<file path="src/rtl/rr_mux_arbiter_4_pkg.sv">
// Shared encodings for the four-way round-robin output arbiter.
// FSM state values, requester count and the pointer reset value.
package rr_mux_arbiter_4_pkg;

    localparam int NUM_REQ = 4;

    typedef enum logic {
        ST_EMPTY = 1'b0,
        ST_FULL  = 1'b1
    } state_t;

    localparam logic [1:0] LAST_RST = 2'd3;

endpackage

</file>
<file path="src/rtl/rr_pick_4.sv">
// Round-robin pick: first set req bit scanning upward from last+1, wrapping 3->0.
// Purely combinational (0 cycles); has no flow control of its own.
module rr_pick_4
    import rr_mux_arbiter_4_pkg::*;
(
    input  logic [NUM_REQ-1:0] req,
    input  logic [1:0]         last,
    output logic [1:0]         pick,
    output logic               any
);

    logic [1:0]         base;
    logic [NUM_REQ-1:0] rot;
    logic [1:0]         off;

    assign base = last + 2'd1;
    assign any  = |req;

    // Rotate so the highest-priority requester lands on bit 0, encode, rotate back.
    always_comb begin
        rot = '0;
        off = 2'd0;
        for (int i = 0; i < NUM_REQ; i++) begin
            rot[i] = req[base + 2'(i)];
        end
        for (int i = NUM_REQ - 1; i >= 0; i--) begin
            if (rot[i]) begin
                off = 2'(i);
            end
        end
    end

    assign pick = base + off;

endmodule

</file>
<file path="src/rtl/rr_mux_arbiter_4.sv">
// Four-requester round-robin mux into a one-entry registered output; 1-cycle latency.
// Backpressure: while full and out_ready=0 no grant is issued and out_data holds.
module rr_mux_arbiter_4
    import rr_mux_arbiter_4_pkg::*;
#(
    parameter int WIDTH = 32
) (
    input  logic                       clk,
    input  logic                       rst,
    input  logic [NUM_REQ-1:0]         req,
    input  logic [NUM_REQ*WIDTH-1:0]   data_in,
    output logic [NUM_REQ-1:0]         grant,
    output logic [1:0]                 select,
    output logic [WIDTH-1:0]           out_data,
    output logic                       out_valid,
    input  logic                       out_ready,
    output logic [7:0]                 tx_count
);

    state_t     state;
    state_t     state_nxt;
    logic [1:0] last;
    logic [1:0] pick;
    logic       any;
    logic       load;

    rr_pick_4 u_pick (
        .req  (req),
        .last (last),
        .pick (pick),
        .any  (any)
    );

    assign out_valid = (state == ST_FULL);

    // A load may overlap an unload, which keeps the stage full at full rate.
    always_comb begin
        state_nxt = state;
        grant     = '0;
        load      = !rst && (!out_valid || out_ready) && any;
        if (load) begin
            grant[pick] = 1'b1;
            state_nxt   = ST_FULL;
        end else if (out_valid && out_ready) begin
            state_nxt = ST_EMPTY;
        end
    end

    always_ff @(posedge clk) begin
        if (rst) begin
            state <= ST_EMPTY;
        end else begin
            state <= state_nxt;
        end
    end

    always_ff @(posedge clk) begin
        if (rst) begin
            out_data <= '0;
            select   <= 2'd0;
            last     <= LAST_RST;
            tx_count <= 8'd0;
        end else begin
            if (load) begin
                out_data <= data_in[pick*WIDTH +: WIDTH];
                select   <= pick;
                last     <= pick;
            end
            if (out_valid && out_ready) begin
                tx_count <= tx_count + 8'd1;
            end
        end
    end

endmodule

</file>
<file path="config.mk">
export PLATFORM = sky130hd
export DESIGN_NAME = rr_mux_arbiter_4
export DESIGN_NICKNAME = d
export VERILOG_FILES = /design/src/rtl/rr_mux_arbiter_4_pkg.sv /design/src/rtl/rr_pick_4.sv /design/src/rtl/rr_mux_arbiter_4.sv
export SDC_FILE = /design/constraint.sdc
export NUM_CORES = 1
export LEC_CHECK = 0
export BUFFER_PORTS_ARGS = -buffer_cell sky130_fd_sc_hd__buf_2
export CORE_MARGIN = 4
export CORE_UTILIZATION = 39
export CTS_CLUSTER_SIZE = 8
export DETAILED_ROUTE_END_ITERATION = 10
export PLACE_DENSITY = 0.81
export SYNTH_ARGS = -nofsm -noshare
export SYNTH_HDL_FRONTEND = slang
export SYNTH_SLANG_ARGS = --single-unit
</file>
<file path="constraint.sdc">
create_clock -name clk -period 7 [get_ports clk]
set_input_delay 1.4 -clock clk [delete_from_list [all_inputs] [get_ports clk]]
set_output_delay 1.4 -clock clk [all_outputs]
set_load 0.02 [all_outputs]
</file>
==> impl_table.tex, run 1 <==
\begin{tabular}{lr}
\hline
Metric & Value \\
\hline
\multicolumn{2}{l}{\textbf{Run status}} \\
\quad Run status & finished clean \\
\multicolumn{2}{l}{\textbf{Critical path}} \\
\quad Critical path's largest stage delay & 0.71 ns \\
\quad CP top delay family & buffers and inverters \\
\quad Crit path arrival time & 3.96 ns \\
\quad Kind of end point of the critical path & output port \\
\quad Critical path class & in -> out \\
\quad Worst path slowest cell & clkinv\_2 \\
\quad Launching element type of the critical path & input pin \\
\quad Series of cell instances along the critical path & buf\_2 -> or2\_1 -> o211a\_1 -> o21ai\_0 -> ha\_1 -> clkinv\_2 -> nor2\_1 -> buf\_2 \\
\quad Required time at the endpoint of the critical path & 5.60 ns \\
\quad Most frequent cell on the critical path & buf\_2 \\
\quad Critical Path Fanout Max & 28 \\
\quad Sum of buffers and inverters on the critical path & 3 \\
\multicolumn{2}{l}{\textbf{Global route}} \\
\quad First-pass GRT wire length & 12200 um \\
\quad Final global-route overflow total & 0 \\
\quad Overall routing resource usage & 18.0\% \\
\quad Maximum number of pins on one net before global-route repair & 35 \\
\quad Number of global-route vias before repair & 2680 \\
\quad Initial antenna violation count & 0 \\
\multicolumn{2}{l}{\textbf{Route}} \\
\quad Mean number of vias per cell & 5.43 \\
\quad Final ANT Viol Nets & 0 \\
\quad Average wire length per cell after detail routing & 16.1 um \\
\quad DR iter-0 viols & 82 \\
\quad Via count of the routed design & 2550 \\
\quad Residual DRC count & 0 \\
\quad Routed Wire Length & 7590 um \\
\quad 1st-pass router iterations & 4 \\
\multicolumn{2}{l}{\textbf{Final layout}} \\
\quad Post-Layout Inst Area & 3600 um\^{}2 \\
\quad Proportion of layout cells with a drive suffix above 1 & 49.6\% \\
\quad Final net count & 531 \\
\quad Number of antenna repair diodes & 0 \\
\quad Commonest cells after routing, fill and taps aside & 181 x buf\_2, 45 x dfxtp\_1, 26 x mux4\_1, 26 x a22o\_1, 22 x nor2\_1 \\
\quad Commonest non-fill, non-tap cell in the layout & buf\_2 \\
\quad Post-route core utilization & 55.8\% \\
\quad \# fillers & 573 \\
\quad Area growth from synthesis to layout & 37.4\% \\
\multicolumn{2}{l}{\textbf{Clocking}} \\
\quad Root buffer selected by CTS & clkbuf\_8 \\
\quad Bufs on Longest Clock Path & 2 \\
\quad Clock tree from TritonCTS & done \\
\quad Clock sink total & 45 \\
\quad Post-CTS Hold Buffers & 0 \\
\quad Insertion delay of the later-clocked pin in the worst-skew pair & 0.28 ns \\
\quad TritonCTS buffer count & 5 \\
\quad H-tree lvl count & 2 \\
\quad Number of buffers added for setup after CTS & 0 \\
\quad Resized Gates After CTS & 0 \\
\quad Clock input transition at the sequential cells of the worst setup and hold paths & 0.08 ns \\
\multicolumn{2}{l}{\textbf{Logic synthesis}} \\
\quad Count of flip-flops with a built-in enable after synthesis & 0 \\
\quad Count of yosys warnings during synthesis & 0 \\
\quad Synthesized cell area & 2620 um\^{}2 \\
\quad Count of distinct cell types in the synthesized netlist & 40 \\
\quad Sequential cell area fraction in the yosys report & 34.3\% \\
\quad Number of synthesized register bits & 45 \\
\quad Number of standard cells after synthesis & 223 \\
\quad Average cell area after synthesis & 11.8 um\^{}2 \\
\quad Largest area contributor in the synthesized netlist & dfxtp\_1 \\
\quad Share of synthesized registers carrying an async set or reset & 0\% \\
\quad Yosys top cell area share & 34.3\% \\
\quad Dominant cells by area after synthesis & dfxtp\_1 34\%, mux4\_1 26\%, a22o\_1 8.7\%, mux2i\_1 4.6\%, nor2\_1 3.3\% \\
\quad Predominant post-synthesis flop cell & dfxtp\_1 \\
\quad Net Count, Synth & 360 \\
\multicolumn{2}{l}{\textbf{Power}} \\
\quad Total power divided by cell area & 419 nW/um\^{}2 \\
\quad Net switching power & 0.000626 W \\
\quad Part of the total power dissipated in combinational logic & 63.4\% \\
\quad Leakage power & 1.85 nW \\
\quad Share of power burned in the clock network & 9.6\% \\
\quad Total internal power & 0.000886 W \\
\quad Part of the power in registers & 27.0\% \\
\quad Switch share & 41.4\% \\
\quad Worst ir drop on vdd & 0.000222 V \\
\multicolumn{2}{l}{\textbf{Timing}} \\
\quad Crit path time final & 5.36 ns \\
\quad Relative slew margins & 23.4\% \\
\quad Max Slew Vio Count & 0 \\
\quad Minimum hold slack & 0.456 ns \\
\quad Final setup violating endpoints & 0 \\
\quad Setup TNS Final & 0 ns \\
\quad Clock skew after layout & 0.00317 ns \\
\quad Highest clock frequency the design can meet & 0.186 GHz \\
\quad Transition time at the pin with the least slew margin & 1.15 ns \\
\quad Portion of the clock cycle consumed by the worst path in the final layout & 76.6\% \\
\quad Final-report hold violation count & 0 \\
\quad RSZ-0062 raised after global routing & no \\
\multicolumn{2}{l}{\textbf{Hold path}} \\
\quad Class of the most critical hold timing path & reg -> reg \\
\multicolumn{2}{l}{\textbf{Die}} \\
\quad Core Region & 6460 um\^{}2 \\
\quad Area of the die & 8100 um\^{}2 \\
\quad Die Wd & 90.0 um \\
\quad Initial core utilization & 40.6\% \\
\quad Vertical die dimension & 90.0 um \\
\quad Total I/O pin count & 182 \\
\quad Rows & 29 \\
\multicolumn{2}{l}{\textbf{Job}} \\
\quad Max Cap Violations & 0 \\
\multicolumn{2}{l}{\textbf{Placed design}} \\
\quad Placed wire-length estimate after detailed placement & 5950 um \\
\quad Number of buffers inserted by port buffering & 181 \\
\quad Dpl cell area & 3530 um\^{}2 \\
\quad Routability Congestion & 0.832 \\
\hline
\end{tabular}
[kinds of logic after synthesis]
logic type,after synthesis,synth area share (%)
fa+ha+maj,2,0.954
flops,45,34.3
xor+xnor,9,3.29
compound gates,53,16.6
simple gates,51,8.68
buf+inv,25,5.48
mux,38,30.6
[final cells by class]
type | count | area (um^2) | share of cell area (%)
multi-input combinational | 153 | 1590 | 44.2
timing repair buffer | 182 | 913 | 25.3
sequential | 45 | 901 | 25.0
tap | 77 | 96.3 | 2.67
clock buffer | 5 | 68.8 | 1.91
inverter | 7 | 27.5 | 0.764
clock inverter | 1 | 5.00 | 0.139
[metrics by stage]
stage          power (W)  instances  setup slack [ns]
2_1_floorplan    0.00117        223              2.13
3_3_place_gp     0.00135        464              1.74
3_5_place_dp     0.00138        464              1.62
4_1_cts          0.00153        470              1.62
5_1_grt          0.00162        470              1.33
6_report         0.00151        470              1.64
[power by group through the flow]
stage	combinational, W	sequential, W	clock [W]
after detailed placement	0.000965	0.000414	0
final	0.000958	0.000409	0.000145
after global placement	0.000936	0.000412	0
after global routing	0.00104	0.000421	0.000159
after CTS	0.000968	0.000409	0.000149
after floorplan	0.000648	0.000517	0
[cells in the mapped netlist, types with 2 or more instances]
cell	number
nand2b_1	2
dfxtp_1	45
xor2_1	5
o32ai_1	2
buf_4	3
a22oi_1	3
mux4_1	26
o21ai_0	2
inv_1	6
a21oi_1	5
o22ai_1	6
mux2i_1	12
a22o_1	26
clkbuf_1	6
ha_1	2
o31a_1	4
xnor2_1	3
nor3_1	2
nand2_1	10
buf_2	3
buf_6	4
nand3_1	6
nor2_1	23
[worst min-delay path, cell delays in order, from the launching register on]
cell and delay, ns:
dfxtp_1 0.32, nand2_1 0.05, nand2_1 0.05
[sequential cells by signal, summed over array words and instances (netlist names)]
register / flops
last: 2
tx_count: 8
select: 2
out_valid: 1
out_data: 32
[layer usage]
layer / part of all wire (%) / vias up / track usage, %
met5: 0 / - / 0
met4: 1.1 / 0 / 4.34
met3: 9.4 / 9 / 6.09
met2: 50 / 125 / 33.2
met1: 40 / 1193 / 19.8
li1: - / 1223 / -
[worst paths after layout]
check / cells past startpoint / slack, ns / endpoint / start
max: 8 / 1.64 / grant[1] / req[3]
min: 2 / 0.46 / select[1] / select[1]
max reg2reg: 7 / 3.50 / out_data[3] / last[0]
min reg2reg: 2 / 0.46 / select[1] / select[1]
No activity file was read; power rests on OpenSTA's default activity.
==> run 2, diff against run 1 <==
Settings changed: ABC_AREA set to 1, PLACE_DENSITY 0.81 to 0.77.
Clock period 7 ns to 5 ns, I/O delays scaled along.
==> run 2 against run 1 <==
Via count rose by 57%. Setup slack got worse by 1.1 ns. Utilization fell by 1.5 points. Register-to-register slack got worse by 1.5 ns. Final area rose by 19%. Non-clock buffer count rose by 4. Critical endpoint is now grant[3]. Largest cell class unchanged. Largest power group unchanged. Highest routed layer unchanged.
==> impl_table.tex, run 2 <==
\begin{tabular}{lr}
\hline
Metric & Value \\
\hline
\multicolumn{2}{l}{\textbf{Critical path}} \\
\quad Crit path arrival time & 3.44 ns \\
\quad Series of cell instances along the critical path & buf\_2 -> inv\_1 -> nand2\_1 -> nand3\_1 -> nand2\_1 -> a31oi\_1 -> nor2\_1 -> ha\_2 -> xor2\_2 -> nand3\_4 -> nand2\_2 -> inv\_2 -> nor2\_4 -> inv\_2 -> nor2\_1 -> buf\_2 \\
\quad Kind of end point of the critical path & output port \\
\quad Launching element type of the critical path & input pin \\
\quad Critical path's largest stage delay & 0.45 ns \\
\quad Number of cells on the critical path & 16 \\
\quad CP top delay family & simple AND/OR/NAND/NOR gates \\
\quad Worst path slowest cell & nand2\_2 \\
\quad Critical path class & in -> out \\
\quad Critical Path Fanout Max & 27 \\
\quad Required time at the endpoint of the critical path & 4.00 ns \\
\quad Worst r2r path cells & 16 \\
\quad Sum of buffers and inverters on the critical path & 5 \\
\multicolumn{2}{l}{\textbf{Global route}} \\
\quad First-pass GRT wire length & 16200 um \\
\quad Final global-route overflow total & 0 \\
\quad Initial antenna violation count & 0 \\
\quad Number of global-route vias before repair & 3728 \\
\quad Overall routing resource usage & 19.6\% \\
\quad Maximum number of pins on one net before global-route repair & 61 \\
\multicolumn{2}{l}{\textbf{Placed design}} \\
\quad Number of buffers inserted by port buffering & 181 \\
\quad Routability Congestion & 0.926 \\
\quad Dpl cells & 826 \\
\quad Placed wire-length estimate after detailed placement & 7590 um \\
\multicolumn{2}{l}{\textbf{Logic synthesis}} \\
\quad Average cell area after synthesis & 5.65 um\^{}2 \\
\quad Predominant post-synthesis flop cell & dfxtp\_1 \\
\quad Share of synthesized registers carrying an async set or reset & 0\% \\
\quad Dominant cells by area after synthesis & nand2\_1 36\%, dfxtp\_1 28\%, nand3\_1 7.7\%, nand4\_1 5.4\%, inv\_1 5.0\% \\
\quad Synthesized cell area & 3230 um\^{}2 \\
\quad Most common library cells after synthesis & 312 x nand2\_1, 50 x nand3\_1, 45 x dfxtp\_1, 43 x inv\_1, 28 x nand4\_1 \\
\quad Most frequent cell after synthesis & nand2\_1 \\
\quad Largest area contributor in the synthesized netlist & nand2\_1 \\
\quad Count of yosys warnings during synthesis & 0 \\
\quad Count of distinct cell types in the synthesized netlist & 28 \\
\quad Yosys top cell area share & 36.2\% \\
\quad Sequential cell area fraction in the yosys report & 27.9\% \\
\quad Number of synthesized register bits & 45 \\
\quad Net Count, Synth & 709 \\
\quad Number of standard cells after synthesis & 572 \\
\quad Count of flip-flops with a built-in enable after synthesis & 0 \\
\multicolumn{2}{l}{\textbf{Final layout}} \\
\quad Flip-flop and latch area & 901 um\^{}2 \\
\quad Largest registers & out\_data (32), tx\_count (8) \\
\quad Multi-input gate area in the final layout & 1990 um\^{}2 \\
\quad Final net count & 868 \\
\quad Proportion of layout cells with a drive suffix above 1 & 30.6\% \\
\quad Commonest non-fill, non-tap cell in the layout & nand2\_1 \\
\quad Largest register by flop count & out\_data \\
\quad Flip-flop count of the largest register, all copies and words added & 32 \\
\quad Number of antenna repair diodes & 0 \\
\quad Cell Count, Final, Fillers Out & 834 \\
\quad \# fillers & 804 \\
\quad Area growth from synthesis to layout & 32.5\% \\
\quad Commonest cells after routing, fill and taps aside & 312 x nand2\_1, 181 x buf\_2, 50 x nand3\_1 \\
\multicolumn{2}{l}{\textbf{Clocking}} \\
\quad Root buffer selected by CTS & clkbuf\_8 \\
\quad Bufs on Longest Clock Path & 2 \\
\quad TritonCTS buffer count & 5 \\
\quad Clock input transition at the sequential cells of the worst setup and hold paths & 0.08 ns \\
\quad Resized Gates After CTS & 0 \\
\quad Clock tree from TritonCTS & done \\
\quad Clock sink total & 45 \\
\quad H-tree lvl count & 2 \\
\quad Insertion delay of the later-clocked pin in the worst-skew pair & 0.30 ns \\
\quad Post-CTS Hold Buffers & 0 \\
\quad Number of buffers added for setup after CTS & 0 \\
\multicolumn{2}{l}{\textbf{Route}} \\
\quad DR iter-0 viols & 158 \\
\quad 1st-pass router iterations & 5 \\
\quad Via count of the routed design & 4009 \\
\quad Routed Wire Length & 10000 um \\
\quad Final ANT Viol Nets & 0 \\
\quad Average wire length per cell after detail routing & 12.0 um \\
\quad Residual DRC count & 0 \\
\quad Mean number of vias per cell & 4.81 \\
\multicolumn{2}{l}{\textbf{Power}} \\
\quad Switch share & 53.6\% \\
\quad Part of the power in registers & 20.8\% \\
\quad Share of power burned in the clock network & 12.7\% \\
\quad Net switching power & 0.00139 W \\
\quad Total power divided by cell area & 605 nW/um\^{}2 \\
\quad Part of the total power dissipated in combinational logic & 66.4\% \\
\quad Leakage power & 2.66 nW \\
\quad Worst ir drop on vdd & 0.000234 V \\
\quad Total internal power & 0.00120 W \\
\multicolumn{2}{l}{\textbf{Hold path}} \\
\quad Class of the most critical hold timing path & reg -> reg \\
\quad Number of cells on the worst hold path & 2 \\
\multicolumn{2}{l}{\textbf{Run status}} \\
\quad Run status & finished clean \\
\multicolumn{2}{l}{\textbf{Die}} \\
\quad Die Wd & 99.0 um \\
\quad Core Region & 7890 um\^{}2 \\
\quad Total I/O pin count & 182 \\
\quad Area of the die & 9810 um\^{}2 \\
\quad Rows & 32 \\
\quad Initial core utilization & 41.0\% \\
\quad Vertical die dimension & 99.0 um \\
\multicolumn{2}{l}{\textbf{Timing}} \\
\quad Transition time at the pin with the least slew margin & 0.605 ns \\
\quad Relative slew margins & 59.5\% \\
\quad Highest clock frequency the design can meet & 0.225 GHz \\
\quad Max Slew Vio Count & 0 \\
\quad Final setup violating endpoints & 0 \\
\quad Clock skew after layout & 0.00978 ns \\
\quad Final-report hold violation count & 0 \\
\quad Setup TNS Final & 0 ns \\
\quad Crit path time final & 4.44 ns \\
\quad Portion of the clock cycle consumed by the worst path in the final layout & 88.8\% \\
\quad RSZ-0062 raised after global routing & no \\
\multicolumn{2}{l}{\textbf{Job}} \\
\quad Max Cap Violations & 0 \\
\hline
\end{tabular}
==> run 2: cell count changes in the layout (fill, tap and decap cells not counted), moves of 7 or more <==
cell	before	now
inv_1	6	42
nand2_1	10	312
nand3_1	6	50
nand4_1	1	28
mux2i_1	12	0
nor2_1	22	15
a22o_1	26	0
nand3_2	0	10
mux4_1	26	0
==> run 2: layout make-up <==
cell class / count / area share, %
clock inverter: 3 / 1.52
tap: 102 / 2.98
clock buffer: 5 / 1.61
inverter: 49 / 4.41
multi-input combinational: 444 / 46.4
sequential: 45 / 21.0
timing repair buffer: 186 / 22.0
==> run 2: final timing paths <==
check            start            to  slack [ns]
max             req[1]      grant[3]        0.56
min          select[1]     select[1]        0.46
max reg2reg    last[0]  out_data[11]        1.99
min reg2reg  select[1]     select[1]        0.46
==> run 2: kinds of logic after synthesis <==
group / Yosys count / share of synthesized area (%)
AOI/OAI and AO/OA: 10 / 1.66
xor gates and xnor gates: 2 / 0.774
adders and majority gates: 2 / 0.774
buffers and inverters: 83 / 11.0
DFF: 45 / 27.9
and+or+nand+nor: 430 / 58.0
==> run 2: worst min-delay path, delay by kind of cell, from the launching register on <==
kind | cells | cell delay [ns]
AND/OR/NAND/NOR | 2 | 0.11
flip-flops | 1 | 0.32
==> run 2: per-layer routing <==
| layer | wire length [um] | share of wire [%] | track usage, % |
|---|---|---|---|
| met4 | 106 | 1.1 | 5.04 |
| met2 | 4910 | 49 | 34.2 |
| met5 | 0 | 0 | 0 |
| met1 | 4310 | 43 | 24.5 |
| met3 | 709 | 7.1 | 3.96 |
==> run 2: power by group through the flow <==
| stage | clock, W | sequential (W) | combinational, W |
|---|---|---|---|
| CTS | 0.000339 | 0.000539 | 0.00174 |
| global placement | 0 | 0.000545 | 0.00170 |
| floorplan | 0 | 0.000671 | 0.00121 |
| global route | 0.000352 | 0.000553 | 0.00195 |
| finish | 0.000330 | 0.000540 | 0.00172 |
| detailed placement | 0 | 0.000545 | 0.00173 |
==> run 2: stage by stage <==
stage          power (W)  utilization [%]  setup WS, ns  hold slack, ns  area, um^2
3_3_place_gp     0.00224             52.6         0.669           0.437        4150
5_1_grt          0.00286             54.3         0.260           0.484        4280
6_report         0.00259             54.3         0.560           0.460        4280
2_1_floorplan    0.00189                -          1.11           0.526        3230
4_1_cts          0.00262             54.3         0.543           0.468        4280
3_5_place_dp     0.00228             52.6         0.569           0.455        4150
